`config.mk`:
```
export PLATFORM = sky130hd
export DESIGN_NAME = fifo_stim_driver
export DESIGN_NICKNAME = d
export VERILOG_FILES = /design/src/rtl/fifo_stim_driver.sv
export SDC_FILE = /design/constraint.sdc
export NUM_CORES = 1
export LEC_CHECK = 0
export ABC_AREA = 0
export CORE_UTILIZATION = 38
export CTS_CLUSTER_SIZE = 10
export DETAILED_ROUTE_END_ITERATION = 8
export GPL_ROUTABILITY_DRIVEN = 0
export SKIP_CTS_REPAIR_TIMING = 1
export SLEW_MARGIN = 20
export SYNTH_ARGS = -nofsm -noshare
export SYNTH_HDL_FRONTEND = slang
export SYNTH_SLANG_ARGS = --single-unit
```
`constraint.sdc`:
```
create_clock -name clk -period 2 [get_ports clk]
set_clock_uncertainty 0.15 [all_clocks]
set_input_delay 0.4 -clock clk [delete_from_list [all_inputs] [get_ports clk]]
set_output_delay 0.4 -clock clk [all_outputs]
set_load 0.03 [all_outputs]
```
`src/rtl/fifo_stim_driver.sv`:
```
// fifo_stim_driver: LFSR traffic sequencer for a synchronous FIFO with full/empty checks at phase ends; FIFO_STIM_PROBE_EN adds mode 2 overflow/underflow probing.
// Latency: first enable one cycle after start is accepted; done the cycle after the last active phase cycle.
// Backpressure: none; enables are issued blind and full/empty are checked, never obeyed.
module fifo_stim_driver #(
    parameter int          FIFO_WIDTH = 16,
    parameter int          FIFO_DEPTH = 8,
    parameter int          NUM_TXN    = 1000,
    parameter logic [15:0] SEED       = 16'hACE1
) (
    input  logic                  clk,
    input  logic                  rst,
    input  logic                  start,
    input  logic [1:0]            mode,
    input  logic                  full,
    input  logic                  empty,
    output logic                  wr_en,
    output logic                  rd_en,
    output logic [FIFO_WIDTH-1:0] data_in,
    output logic                  busy,
    output logic                  done,
    output logic                  seq_err,
    output logic [15:0]           wr_count,
    output logic [15:0]           rd_count
);
    localparam int MAX_LEN = (FIFO_DEPTH > NUM_TXN) ? FIFO_DEPTH : NUM_TXN;
    localparam int CW      = $clog2(MAX_LEN) + 1;
    localparam logic [CW-1:0] LAST_D = CW'(FIFO_DEPTH - 1);
    localparam logic [CW-1:0] LAST_N = CW'(NUM_TXN - 1);

    typedef enum logic [2:0] {
        S_IDLE, S_FILL, S_OVF, S_DRAIN, S_UNF, S_MIXED, S_DONE
    } state_t;

    state_t        state, state_nxt;
    logic [CW-1:0] phase_cnt;
    logic [15:0]   lfsr, lfsr_nxt;
    logic          accept;
    logic          chk_full_pend, chk_empty_pend;
    logic          flag_fail;
`ifdef FIFO_STIM_PROBE_EN
    logic          probe_q;
`endif

    assign accept   = start && ((state == S_IDLE) || (state == S_DONE));
    assign lfsr_nxt = {1'b0, lfsr[15:1]} ^ (lfsr[0] ? 16'hB400 : 16'h0000);

    generate
        if (FIFO_WIDTH > 16) begin : g_ext
            assign data_in = {{(FIFO_WIDTH-16){1'b0}}, lfsr};
        end else begin : g_trunc
            assign data_in = lfsr[FIFO_WIDTH-1:0];
        end
    endgenerate

    always_ff @(posedge clk or posedge rst) begin
        if (rst) state <= S_IDLE;
        else     state <= state_nxt;
    end

    always_comb begin
        state_nxt = state;
        case (state)
            S_IDLE, S_DONE: if (start) state_nxt = (mode == 2'd1) ? S_MIXED : S_FILL;
            S_FILL: if (phase_cnt == LAST_D) begin
`ifdef FIFO_STIM_PROBE_EN
                state_nxt = probe_q ? S_OVF : S_DRAIN;
`else
                state_nxt = S_DRAIN;
`endif
            end
`ifdef FIFO_STIM_PROBE_EN
            S_OVF:  if (phase_cnt == CW'(1)) state_nxt = S_DRAIN;
            S_DRAIN: if (phase_cnt == LAST_D) state_nxt = probe_q ? S_UNF : S_DONE;
            S_UNF:  if (phase_cnt == CW'(1)) state_nxt = S_DONE;
`else
            S_DRAIN: if (phase_cnt == LAST_D) state_nxt = S_DONE;
`endif
            S_MIXED: if (phase_cnt == LAST_N) state_nxt = S_DONE;
            default: state_nxt = S_IDLE;
        endcase
    end

    always_comb begin
        busy  = (state != S_IDLE) && (state != S_DONE);
        done  = (state == S_DONE);
        wr_en = (state == S_FILL) || ((state == S_MIXED) && lfsr[0]);
        rd_en = (state == S_DRAIN) || ((state == S_MIXED) && lfsr[1]);
`ifdef FIFO_STIM_PROBE_EN
        wr_en = wr_en || (state == S_OVF);
        rd_en = rd_en || (state == S_UNF);
`endif
    end

    // Phase-end checks sample the flag one edge after the final write/read lands in the FIFO.
    always_comb begin
        flag_fail = (chk_full_pend && !full) || (chk_empty_pend && !empty);
`ifdef FIFO_STIM_PROBE_EN
        flag_fail = flag_fail || ((state == S_OVF) && !full) || ((state == S_UNF) && !empty);
`endif
    end

    always_ff @(posedge clk or posedge rst) begin
        if (rst) begin
            lfsr           <= SEED;
            phase_cnt      <= '0;
            wr_count       <= '0;
            rd_count       <= '0;
            seq_err        <= 1'b0;
            chk_full_pend  <= 1'b0;
            chk_empty_pend <= 1'b0;
`ifdef FIFO_STIM_PROBE_EN
            probe_q        <= 1'b0;
`endif
        end else if (accept) begin
            lfsr           <= SEED;
            phase_cnt      <= '0;
            wr_count       <= '0;
            rd_count       <= '0;
            seq_err        <= 1'b0;
            chk_full_pend  <= 1'b0;
            chk_empty_pend <= 1'b0;
`ifdef FIFO_STIM_PROBE_EN
            probe_q        <= (mode == 2'd2);
`endif
        end else begin
            if (busy) begin
                lfsr      <= lfsr_nxt;
                phase_cnt <= (state_nxt != state) ? '0 : phase_cnt + CW'(1);
            end
            if (wr_en && (wr_count != 16'hFFFF)) wr_count <= wr_count + 16'd1;
            if (rd_en && (rd_count != 16'hFFFF)) rd_count <= rd_count + 16'd1;
            chk_full_pend  <= (state == S_FILL)  && (state_nxt != S_FILL);
            chk_empty_pend <= (state == S_DRAIN) && (state_nxt != S_DRAIN);
            if (flag_fail) seq_err <= 1'b1;
        end
    end
endmodule

```
==> reports/results.tsv <==
stage	metric	value	unit
floorplanning	dieHeight	95.8	um
clocking	clk_root_buffer_cell	clkbuf_8	
synth	ys_warn_count	0	
setup_path	arrival	2190	ps
setup_path	critical_path_class	reg -> reg	
finish	n_antenna_cell	0	
finish	drive_gt1_share	26.5	%
synth	synth_top_cell_area_share	42.6	%
synth	synth_most_common_cell	nand2_1	
synth	synth_top_flop_cell	dfrtp_1	
clocking	htreeDepth	3	
grt	grt_pass1_vias	2762	
drt	wl	8440	um
setup_path	startpoint_type	flip-flop	
timing	fin_hold_ws	320	ps
drt	first_iter_violations	133	
timing	tns	-312	ps
synth	synth-edff-count	0	
synth	syn-mean-instance-area	9.32	um^2
floorplanning	initial_core_util	39.9	%
timing	min_period	2130	ps
finish	fin_area	5010	um^2
clocking	cts_buffers	9	
finish	multiInputGateArea	1750	um^2
setup_path	end_kind	flip-flop	
drt	postRouteAntennaNets	0	
clocking	path_clk_slew	70	ps
synth	synth_area	3350	um^2
synth	mappedNetlistNets	369	
timing	final_max_slew_viol_count	0	
timing	fin_ws	-130	ps
pwr	irDropWorstVdd	0.860	mV
placement	port_buffers	59	
floorplanning	die_area	9180	um^2
floorplanning	die_x	95.8	um
synth	ys_types	54	
placement	place_ws	-67.9	ps
timing	fmax	470	MHz
finish	ff_latch_area	1650	um^2
finish	num-nets-final	492	
timing	slew_headroom	68.8	%
hold_path	hp-class	reg -> reg	
grt	grt_max_degree	66	
pwr	p_leak	2.64	nW
clocking	cts_sinks	65	
synth	postSynthCellCount	359	
setup_path	cpPeakStageDelay	540	ps
synth	ys_top_cells_by_area	dfrtp_1, nand2_1, dfstp_2	
grt	overflow	0	
drt	drt-wirelength-per-cell	14.3	um
drt	vias	3148	
floorplanning	fp.coreArea	8380	um^2
synth	yosys_register_bits	65	
grt	antenna_found_initial	0	
placement	post-dp-hpwl	5770	um
timing	worst_pin_slew	466	ps
grt	grt_pass1_wl	13400	um
outcome	outcome	complete, but fails checks	
finish	fillers	757	
synth	synthArstFlopShare	100	%
setup_path	cp_slowest_cell	or4_4	
drt	drt_pass1_iterations	4	
outcome	violations	negative setup slack	
placement	dpl_cell_area	4560	um^2
synth	ys_seq_area_share	48.9	%
pwr	power_density	1690	nW/um^2
clocking	cts_tree	built	
synth	synth_commonest_cells	nand2_1, dfrtp_1, nor2_1	
synth	synth.largest_area_cell	dfrtp_1	
setup_path	path_buf_inv	0	
finish	post-route-util	59.8	%
finish	syn2layout_area_growth	49.8	%
setup_path	path_delay_family	simple AND/OR/NAND/NOR gates	
clocking	cts_max_path_buffers	2	
setup_path	crit_required	2060	ps
timing	setup_viol	6	
timing	hold_violations	0	
job	maxCapViolCount	0	
timing	rsz0062_at_grt	true	
floorplanning	rows	33	
setup_path	path_cells	or4_4, nor4_4, o22ai_4, a31o_1, a22o_1	
setup_path	cp_max_fo	6	
drt	route.detailed.drc	0	
floorplanning	num_io_pins	60	
timing	fin_crit_sh	106	%
clocking	clk_latency	340	ps
drt	via_per_inst	5.32	
grt	grt_util_all_layers	19.0	%
cells by family (layout without fill, tap and decap cells):
group                      after synthesis  in the layout  share of synthesized area [%]
buffers and inverters                   25            152                           2.92
xor gates and xnor gates                24             24                           6.28
muxes                                    7              7                           2.09
adders and majority gates                3              3                           1.12
and+or+nand+nor                        179            179                           27.0
DFF                                     65             65                           48.9
AOI/OAI and AO/OA                       56             57                           11.7
flip-flops by register name (all words and copies together) (netlist names):
| signal | count |
|---|---|
| chk_empty_pend | 1 |
| chk_full_pend | 1 |
| data_in | 16 |
| phase_cnt | 11 |
| rd_count | 16 |
| seq_err | 1 |
| state | 3 |
| wr_count | 16 |
per-layer routing:
| metal | track usage [%] | vias up | share of wire [%] |
|---|---|---|---|
| met2 | 27.8 | 71 | 45 |
| met4 | 6.72 | 0 | 1.5 |
| li1 | - | 1536 | - |
| met1 | 27.8 | 1531 | 48 |
| met5 | 0 | - | 0 |
| met3 | 3.87 | 10 | 4.8 |
worst reg2reg max path: cells and delay by family (launching register included):
family	cells	cell delay [ps]
AOI/OAI and AO/OA	3	620
and+or+nand+nor	2	850
DFF	1	400
power by group:
| part | switching, mW | internal [mW] |
|---|---|---|
| clock network | 0.491 | 0.703 |
| registers | 0.493 | 1.94 |
| logic | 2.67 | 2.15 |
| total | 3.66 | 4.80 |
stage by stage:
stage / total power, mW / std cells
6_report: 8.45 / 592
5_1_grt: 9.01 / 592
4_1_cts: 8.35 / 586
3_5_place_dp: 7.13 / 570
3_3_place_gp: 7.05 / 570
2_1_floorplan: 5.04 / 359
cell type report:
type	instances	share of cell area, %
multi-input cells	270	34.9
flip-flops and latches	65	32.9
repair buffers	124	24.5
clock buffers	13	2.77
well taps	105	2.62
clock inverters	3	1.30
inverters	12	0.974
worst paths after layout:
path | cells past startpoint | slack (ps) | from | to
setup / recovery | 5 | -130 | phase_cnt[8]$_DFFE_PP0P_ | phase_cnt[6]$_DFFE_PP0P_
hold / removal | 2 | 320 | data_in[7]$_DFFE_PP1P_ | data_in[6]$_DFFE_PP1P_
setup reg to reg | 5 | -130 | phase_cnt[8]$_DFFE_PP0P_ | phase_cnt[6]$_DFFE_PP0P_
hold reg to reg | 2 | 320 | data_in[7]$_DFFE_PP1P_ | data_in[6]$_DFFE_PP1P_
max in group asynchronous | 3 | 1040 | rst | data_in[7]$_DFFE_PP1P_
min in group asynchronous | 3 | 350 | rst | wr_count[14]$_DFFE_PP0P_
cell usage in the layout, fill, tap and decap left out, drive strengths merged, types with 4 or more instances in the layout:
master	count
nor2	34
o211ai	7
nand2	59
inv	10
and3	6
dfstp	8
mux2i	7
nor4	5
buf	67
dfrtp	57
xor2	9
dlymetal6s2s	43
o21ai	18
a21oi	7
o31ai	4
nand3	29
nand4	14
clkdlybuf4s50	12
or4	4
xnor2	15
clkbuf	15
nor3	9
No activity file was read; power rests on OpenSTA's default activity.
